<file path="config.mk">
export PLATFORM = sky130hd
export DESIGN_NAME = bdiv_seq_2nxn
export DESIGN_NICKNAME = d
export VERILOG_FILES = /design/src/rtl/bdiv_seq_2nxn.sv
export SDC_FILE = /design/constraint.sdc
export NUM_CORES = 1
export LEC_CHECK = 0
export ABC_CLOCK_PERIOD_IN_PS = 4200
export CAP_MARGIN = 20
export CORE_AREA = 2 2 124 126
export DETAILED_ROUTE_END_ITERATION = 8
export DIE_AREA = 0 0 126 128
export SLEW_MARGIN = 20
export SYNTH_ARGS = -nofsm -noshare
export SYNTH_HDL_FRONTEND = slang
export SYNTH_SLANG_ARGS = --single-unit
</file>
<file path="constraint.sdc">
create_clock -name clk -period 4.2 [get_ports clk]
set_clock_uncertainty 0.05 [all_clocks]
set_input_delay 0.84 -clock clk [delete_from_list [all_inputs] [get_ports clk]]
set_output_delay 0.84 -clock clk [all_outputs]
set_load 0.05 [all_outputs]
</file>
<file path="src/rtl/bdiv_seq_2nxn.sv">
// bdiv_seq_2nxn
//   Iterative restoring divider. A 2N-bit dividend A is divided by an N-bit
//   divisor B, producing a 2N-bit quotient Q and an N-bit remainder R so that
//   A == Q*B + R. One quotient bit is produced per clock.
//
// Ports
//   clk        : clock, all state changes on the rising edge
//   rst        : synchronous active-high reset, aborts any operation
//   in_valid   : request valid (A, B qualified by it)
//   in_ready   : divider idle and able to accept a request
//   A          : dividend, unsigned, 2N bits
//   B          : divisor, unsigned, N bits
//   out_valid  : result valid (Q, R, dz qualified by it)
//   out_ready  : consumer takes the result
//   Q          : quotient, 2N bits (all ones on divide by zero)
//   R          : remainder, N bits (zero on divide by zero)
//   dz         : divide-by-zero flag
module bdiv_seq_2nxn #(
  parameter int N = 12
) (
  input  logic           clk,
  input  logic           rst,
  input  logic           in_valid,
  output logic           in_ready,
  input  logic [2*N-1:0] A,
  input  logic [N-1:0]   B,
  output logic           out_valid,
  input  logic           out_ready,
  output logic [2*N-1:0] Q,
  output logic [N-1:0]   R,
  output logic           dz
);

  localparam int CW = $clog2(2*N);

  typedef enum logic [1:0] {
    S_IDLE = 2'd0,
    S_CALC = 2'd1,
    S_DONE = 2'd2
  } state_t;

  state_t         r_state;
  state_t         w_state_next;

  logic [2*N-1:0] r_a;      // dividend, shifted left one bit per iteration
  logic [2*N-1:0] r_quo;    // quotient bits collected so far
  logic [N-1:0]   r_b;      // captured divisor
  logic [N-1:0]   r_p;      // partial remainder; always < B so N bits suffice
  logic [CW-1:0]  r_cnt;    // iterations remaining minus one

  logic [N:0]     w_t;
  logic [N-1:0]   w_diff;
  logic           w_ge;
  logic [N-1:0]   w_p_next;
  logic [2*N-1:0] w_quo_next;

  // One restoring step: bring down the next dividend bit and subtract the
  // divisor when it fits. When t >= B the true difference is < B, so the
  // low N bits of the modular subtraction are exact.
  always_comb begin
    w_t        = {r_p, r_a[2*N-1]};
    w_ge       = (w_t >= {1'b0, r_b});
    w_diff     = w_t[N-1:0] - r_b;
    w_p_next   = w_ge ? w_diff : w_t[N-1:0];
    w_quo_next = {r_quo[2*N-2:0], w_ge};
  end

  // State register
  always_ff @(posedge clk) begin
    if (rst) begin
      r_state <= S_IDLE;
    end else begin
      r_state <= w_state_next;
    end
  end

  // Next-state logic
  always_comb begin
    w_state_next = r_state;
    case (r_state)
      S_IDLE: begin
        if (in_valid) begin
          w_state_next = (B == '0) ? S_DONE : S_CALC;
        end
      end
      S_CALC: begin
        if (r_cnt == '0) begin
          w_state_next = S_DONE;
        end
      end
      S_DONE: begin
        if (out_ready) begin
          w_state_next = S_IDLE;
        end
      end
      default: w_state_next = S_IDLE;
    endcase
  end

  // Handshake outputs decoded from state
  always_comb begin
    in_ready  = (r_state == S_IDLE);
    out_valid = (r_state == S_DONE);
  end

  // Datapath and result registers. Q/R/dz are only written on the edge that
  // enters DONE (or by reset), so they stay stable throughout a stall.
  always_ff @(posedge clk) begin
    if (rst) begin
      r_a   <= '0;
      r_quo <= '0;
      r_b   <= '0;
      r_p   <= '0;
      r_cnt <= '0;
      Q     <= '0;
      R     <= '0;
      dz    <= 1'b0;
    end else begin
      case (r_state)
        S_IDLE: begin
          if (in_valid) begin
            r_a   <= A;
            r_b   <= B;
            r_p   <= '0;
            r_quo <= '0;
            r_cnt <= CW'(2*N-1);
            if (B == '0) begin
              Q  <= '1;
              R  <= '0;
              dz <= 1'b1;
            end
          end
        end
        S_CALC: begin
          r_a   <= {r_a[2*N-2:0], 1'b0};
          r_p   <= w_p_next;
          r_quo <= w_quo_next;
          r_cnt <= r_cnt - CW'(1);
          if (r_cnt == '0) begin
            Q  <= w_quo_next;
            R  <= w_p_next;
            dz <= 1'b0;
          end
        end
        default: begin
        end
      endcase
    end
  end

endmodule

</file>
# Yosys cells after proc, flatten, opt, wreduce, memory -nomap -nowiden
# Cells that the tools add are included.
dict set report word_totals {
  register_bits 115
  inputBits 40
  output_inout_bits 39
  elab_cells 52
}
dict set report classes {
  addsub 2
  magnitude_cmp 1
  eq_ne 6
  muxes 26
  n_reduce_logical 8
}
# operator count
set ops {}
lappend ops {{2-to-1 mux 24 bit} 4}
lappend ops {{one-hot mux 24 bit (2 select lines)} 2}
lappend ops {{2-to-1 mux 12 bit} 5}
lappend ops {{one-hot mux 12 bit (2 select lines)} 2}
lappend ops {{one-hot mux 23 bit (2 select lines)} 1}
lappend ops {{2-to-1 mux 23 bit} 1}
lappend ops {{greater-or-equal comparator 13 x 12 -> 1 bit} 1}
lappend ops {{zero test 12 bit} 1}
lappend ops {{subtractor 12 bit} 1}
lappend ops {{one-hot mux 5 bit (2 select lines)} 1}
lappend ops {{2-to-1 mux 2 bit} 4}
lappend ops {{one-hot mux 2 bit (3 select lines)} 1}
lappend ops {{zero test 5 bit} 1}
lappend ops {{2-to-1 mux 5 bit} 1}
lappend ops {{subtractor 5 x 1 -> 5 bit, second input constant} 1}
lappend ops {{inequality test 2 x 1 -> 1 bit, second input constant} 2}
lappend ops {{inequality test 2 bit, second input constant} 2}
lappend ops {{AND reduction 2 bit} 2}
lappend ops {{AND reduction 4 bit} 1}
lappend ops {{2-to-1 mux 1 bit} 3}
lappend ops {{AND reduction 3 bit} 1}
lappend ops {{== test 2 x 1 -> 1 bit, second input constant} 1}
lappend ops {{== test 2 bit, second input constant} 1}
lappend ops {{zero test 2 bit} 1}
lappend ops {{2 further kinds} 2}

# Longest topological paths before layout
dict set report depth {
  ltp_word 4
  depth_mapped 10
  ltp_nobuf 9
}

# Worst setup path after synthesis
# No wires, ideal clock.
dict set report synth_timing {
  kind {reg-to-reg}
  from {register r_b[10]}
  to {register R[7]}
  setup_time_ps 74
  arrival_time_ps 2347
  required_time_ps 4076
  setup_slack_ps 1729
  path_stages_with_launch 10
  path_buffers 1
  period_less_slack_ps 2471
  cell_sequence {dfxtp_1 > inv_1 > ha_1 > a21o_1 > a211o_1 > a41o_1 > o32ai_2 > buf_6 > mux2_2 > o21ai_0}
}
dict set report synth_via {
  elab_chain_cells 4
}
# element line_no
set synth_lines {}
lappend synth_lines {{start, declared} 47} ;# logic [N-1:0] r_b;
lappend synth_lines {{start signal, assigned} 112} ;# r_b <= '0;
lappend synth_lines {{start signal, assigned} 123} ;# r_b <= B;
lappend synth_lines {{greater-or-equal comparator 13 x 12 -> 1 bit} 62} ;# w_ge = (w_t >= {1'b0, r_b});
lappend synth_lines {{2-to-1 mux 12 bit} 64} ;# w_p_next = w_ge ? w_diff : w_t[N-1:0];
lappend synth_lines {{2-to-1 mux 12 bit} 139} ;# if (r_cnt == '0) begin
lappend synth_lines {{one-hot mux 12 bit (2 select lines)} 119} ;# case (r_state)
lappend synth_lines {{end signal, assigned} 141} ;# R <= w_p_next;
lappend synth_lines {{end, declared} 30} ;# output logic [N-1:0] R,
# Every way passes these cells. The select of a mux whose other input is x is not followed.
# A chain may end at the register's enable or synchronous reset.

# Worst setup path in the final report
dict set report layout_timing {
  from {input in_valid}
  to {register R[8]}
}
dict set report layout_via {
  elab_chain_cells 2
}
# element line_no
set layout_lines {}
lappend layout_lines {{start, declared} 23} ;# input logic in_valid,
lappend layout_lines {{inequality test 2 bit (no source line)} -}
lappend layout_lines {{AND reduction 4 bit (no source line)} -}
# Every way passes these cells.

==> reports/qor.json <==
{
  "synthesis": {
    "syn-cell-area_um2": 5120,
    "post-synth-top-area-fraction_pct": 44.9,
    "postSynthCellCount": 641,
    "synth-adder-area-share_pct": 3.81,
    "yosys.area_share.simple_pct": 25.5,
    "post_synth_mux_area_share_pct": 1.78,
    "synth_area_leaders": "sky130_fd_sc_hd__dfxtp_1 (45%), sky130_fd_sc_hd__nand2_1 (8.5%), sky130_fd_sc_hd__nor3_1 (5.3%)",
    "count_of_flip_flops_with_a_built_in_enable_after_synthesis": 0,
    "synth_xor_xnor_area_share_pct": 1.71,
    "synthesis.nets": 696,
    "synth_top_area_cell": "sky130_fd_sc_hd__dfxtp_1",
    "post_synth.cell_area_avg_um2": 7.99,
    "async_reset_ff_share_pct": 0,
    "synth_ff_type": "sky130_fd_sc_hd__dfxtp_1",
    "synth.lib_cells_used.distinct": 54,
    "ys_ff_latch": 115,
    "synth-compound-area-share_pct": 17.0,
    "dominant_combinational_cell_family_by_area_after_synthesis": "simple AND/OR/NAND/NOR gates",
    "synth.yosys.seq_area_share_pct": 44.9,
    "synth-warning-count": 0
  },
  "floorplanning": {
    "num_rows": 45,
    "ioPinCount": 79,
    "fp.dieArea_um2": 16100,
    "dieWidth_um": 126,
    "core_region_area_um2": 14900,
    "floorplan.initialDensity_pct": 34.5,
    "die_h_um": 128
  },
  "critical_path": {
    "critPathLaunch": "in_valid",
    "reg2reg_from": "r_b[10]",
    "crit_end": "R[8]",
    "crit_path_cell_trace": "clkdlybuf4s50_1 -> or3b_2 -> o21ai_2 -> o21a_1 -> nor2_1 -> a32oi_1 -> o21ai_1",
    "critical_path_peak_fanout": 17,
    "timing.reg2reg.worst_path_depth": 9,
    "startpoint_type": "primary input",
    "capture_point_of_the_worst_reg_to_reg_path": "R[7]",
    "end_kind": "flop",
    "worst-setup-path-type": "primary input to flop",
    "crit_family": "compound AO/OA/AOI/OAI gates",
    "crit_path_top_delay_cell": "sky130_fd_sc_hd__o21a_1",
    "crit_path_arrival_time_ps": 3200,
    "cp.required_ps": 4450,
    "timing.critical_path.depth": 7,
    "slack_of_the_worst_reg_to_reg_path_ps": 1340,
    "worstPathBufferInverterCount": 1,
    "slowest_delay_ps": 600
  },
  "routing": {
    "dr_total_vias": 4661,
    "initialDrtViolationCount": 280,
    "totalWireLength_um": 13000,
    "wl_per_cell_um": 14.4,
    "detailedRoute.firstPassIterationCount": 4,
    "route.antenna.remaining_nets": 0,
    "post_drt_via_cell_ratio": 5.18,
    "drc_violations": 0
  },
  "global_routing": {
    "grt_antenna_before_repair": 0,
    "grt_start_max_net_pins": 103,
    "grt-ovfl-total": 0,
    "global_route_wire_length_before_repair_um": 21700,
    "groute.usage.overall_pct": 16.5,
    "grt_pass1_vias": 4559
  },
  "run": {
    "maxCapViolCount": 0
  },
  "sta": {
    "setup_violations": 0,
    "period_share_pct": 70.2,
    "max_freq_mhz": 339,
    "finalHoldViolCount": 0,
    "unrepaired_setup_endpoints_after_global_routing": "false",
    "fin_setup_tns_ps": 0,
    "maxSlewViolCount": 0,
    "max_slew_margin_pct": 36.0,
    "worst-slew-pin-transition_ps": 960,
    "layout_min_cycle_time_ps": 2950
  },
  "layout": {
    "antenna-diode-count": 0,
    "final_net_count": 754,
    "layout-area-overhead-vs-synth_pct": 29.1,
    "mostFrequentLayoutCell": "sky130_fd_sc_hd__nand2_1",
    "share_of_post_route_cells_with_drive_strength_above_1_pct": 7.02,
    "fillerInstances": 1496,
    "most-common-layout-cells": "sky130_fd_sc_hd__nand2_1 (116), sky130_fd_sc_hd__dfxtp_1 (115), sky130_fd_sc_hd__clkdlybuf4s50_1 (77)",
    "final_cells": 900
  },
  "cts": {
    "worst_skew_pair_latency_ps": 420,
    "post_cts_resized": 0,
    "clock_path_buffers": 2,
    "cts_hold_fix_bufs": 0,
    "cts-buffers-inserted": 17,
    "cts_post_setup_buffers_inserted": 0,
    "cts.clk_slew.worst_paths_ps": 60,
    "cts_tree": "yes",
    "htreeDepth": 4,
    "cts.sinks": 115,
    "clk_root_buffer_cell": "sky130_fd_sc_hd__clkbuf_16"
  },
  "power_and_ir_drop": {
    "internal_power_uw": 2470,
    "p_per_area_nw_per_um2": 549,
    "pwr-share-clk_pct": 39.7,
    "standby_leakage_power_uw": 0.00239,
    "power_share_of_the_sequential_group_pct": 34.2,
    "share_comb_of_total_power_pct": 26.1,
    "p_sw_share_pct": 32.0,
    "total_net_switching_power_uw": 1160,
    "ir_drop_uv": 228
  },
  "placed_design": {
    "globalplace.congestion": 0.796,
    "post-place-cells": 868,
    "detailed_place_hpwl_um": 8820,
    "portBuffers": 78
  },
  "hold_path": {
    "timing.hold.worst.class": "flop to flop"
  },
  "run_status": {
    "result_of_the_run": "finished, final reports clean"
  }
}
-- metal layers --
layer | routed length (um) | part of all wire (%) | track usage (%)
met2 | 6310 | 49 | 28.4
met4 | 213 | 1.6 | 6.27
met5 | 0 | 0 | 0
met3 | 516 | 4.0 | 4.51
met1 | 5960 | 46 | 19.7
-- kinds of logic (layout without fill, tap and decap cells) --
family                   count (synthesis)  count (layout)
multiplexers                             9               9
AND/OR/NAND/NOR                        293             293
buffers and inverters                   68             139
AO/OA/AOI/OAI                          131             131
adder cells (fa/ha/maj)                 15              15
flip-flops                             115             115
XOR/XNOR                                10              10
-- stage by stage --
step | hold slack [ps] | worst slack, ps | area (um^2) | total power, uW | util [%]
floorplan | 386 | 1730 | 5120 | 1980 | -
global placement | 397 | 912 | 6020 | 2200 | 40.5
detailed placement | 402 | 775 | 6020 | 2220 | 40.5
CTS | 410 | 1230 | 6620 | 3670 | 44.5
global route | 424 | 1100 | 6620 | 3810 | 44.5
finish | 403 | 1250 | 6620 | 3630 | 44.5
-- power groups by stage --
stage | Combinational (uW) | Clock [uW] | Sequential [uW]
after floorplan | 647 | 0 | 1330
after global placement | 935 | 0 | 1260
after detailed placement | 953 | 0 | 1270
after CTS | 956 | 1470 | 1240
after global routing | 1040 | 1520 | 1250
final | 949 | 1440 | 1240
-- sequential cells by signal, indices dropped and copies added (netlist names) --
register  flops
Q            24
r_a          24
r_quo        23
R            12
r_b          12
r_p          12
r_cnt         5
r_state       2
dz            1
-- final cells by class --
class | count | area [um^2] | share of cell area [%]
clock inverters | 11 | 126 | 1.91
repair buffers | 87 | 846 | 12.8
clock buffers | 21 | 470 | 7.11
inverters | 20 | 75.1 | 1.13
multi-input cells | 458 | 2560 | 38.7
well taps | 188 | 235 | 3.56
flip-flops and latches | 115 | 2300 | 34.8
-- worst min-delay path by stage --
stage | from | endpoint | slack, ps | cells after the start
after floorplan | r_b[10] | r_b[10] | 390 | 2
after global routing | r_b[6] | r_b[6] | 420 | 2
after global placement | R[6] | R[6] | 400 | 2
after detailed placement | r_b[2] | r_b[2] | 400 | 2
final | r_b[2] | r_b[2] | 400 | 2
after CTS | r_b[2] | r_b[2] | 410 | 2
-- synthesized netlist by cell type (all sizes together) (6+ instances only) --
| library cell | count |
|---|---|
| a21oi | 49 |
| o21ai | 24 |
| nor3 | 54 |
| dfxtp | 115 |
| buf | 17 |
| a311oi | 25 |
| nand3 | 27 |
| nand2b | 6 |
| inv | 20 |
| xnor2 | 6 |
| mux2i | 8 |
| nor2 | 65 |
| nand2 | 116 |
| ha | 14 |
| clkbuf | 31 |
-- worst reg2reg max path, cell delays in order, from the launching register on --
cell,delay [ps]
sky130_fd_sc_hd__dfxtp_1,330
sky130_fd_sc_hd__inv_1,50
sky130_fd_sc_hd__ha_1,370
sky130_fd_sc_hd__a21o_1,190
sky130_fd_sc_hd__a211o_1,340
sky130_fd_sc_hd__a41o_1,250
sky130_fd_sc_hd__o32ai_2,330
sky130_fd_sc_hd__buf_4,330
sky130_fd_sc_hd__mux2_2,390
sky130_fd_sc_hd__o21ai_0,160
No activity file was read; power rests on OpenSTA's default activity.
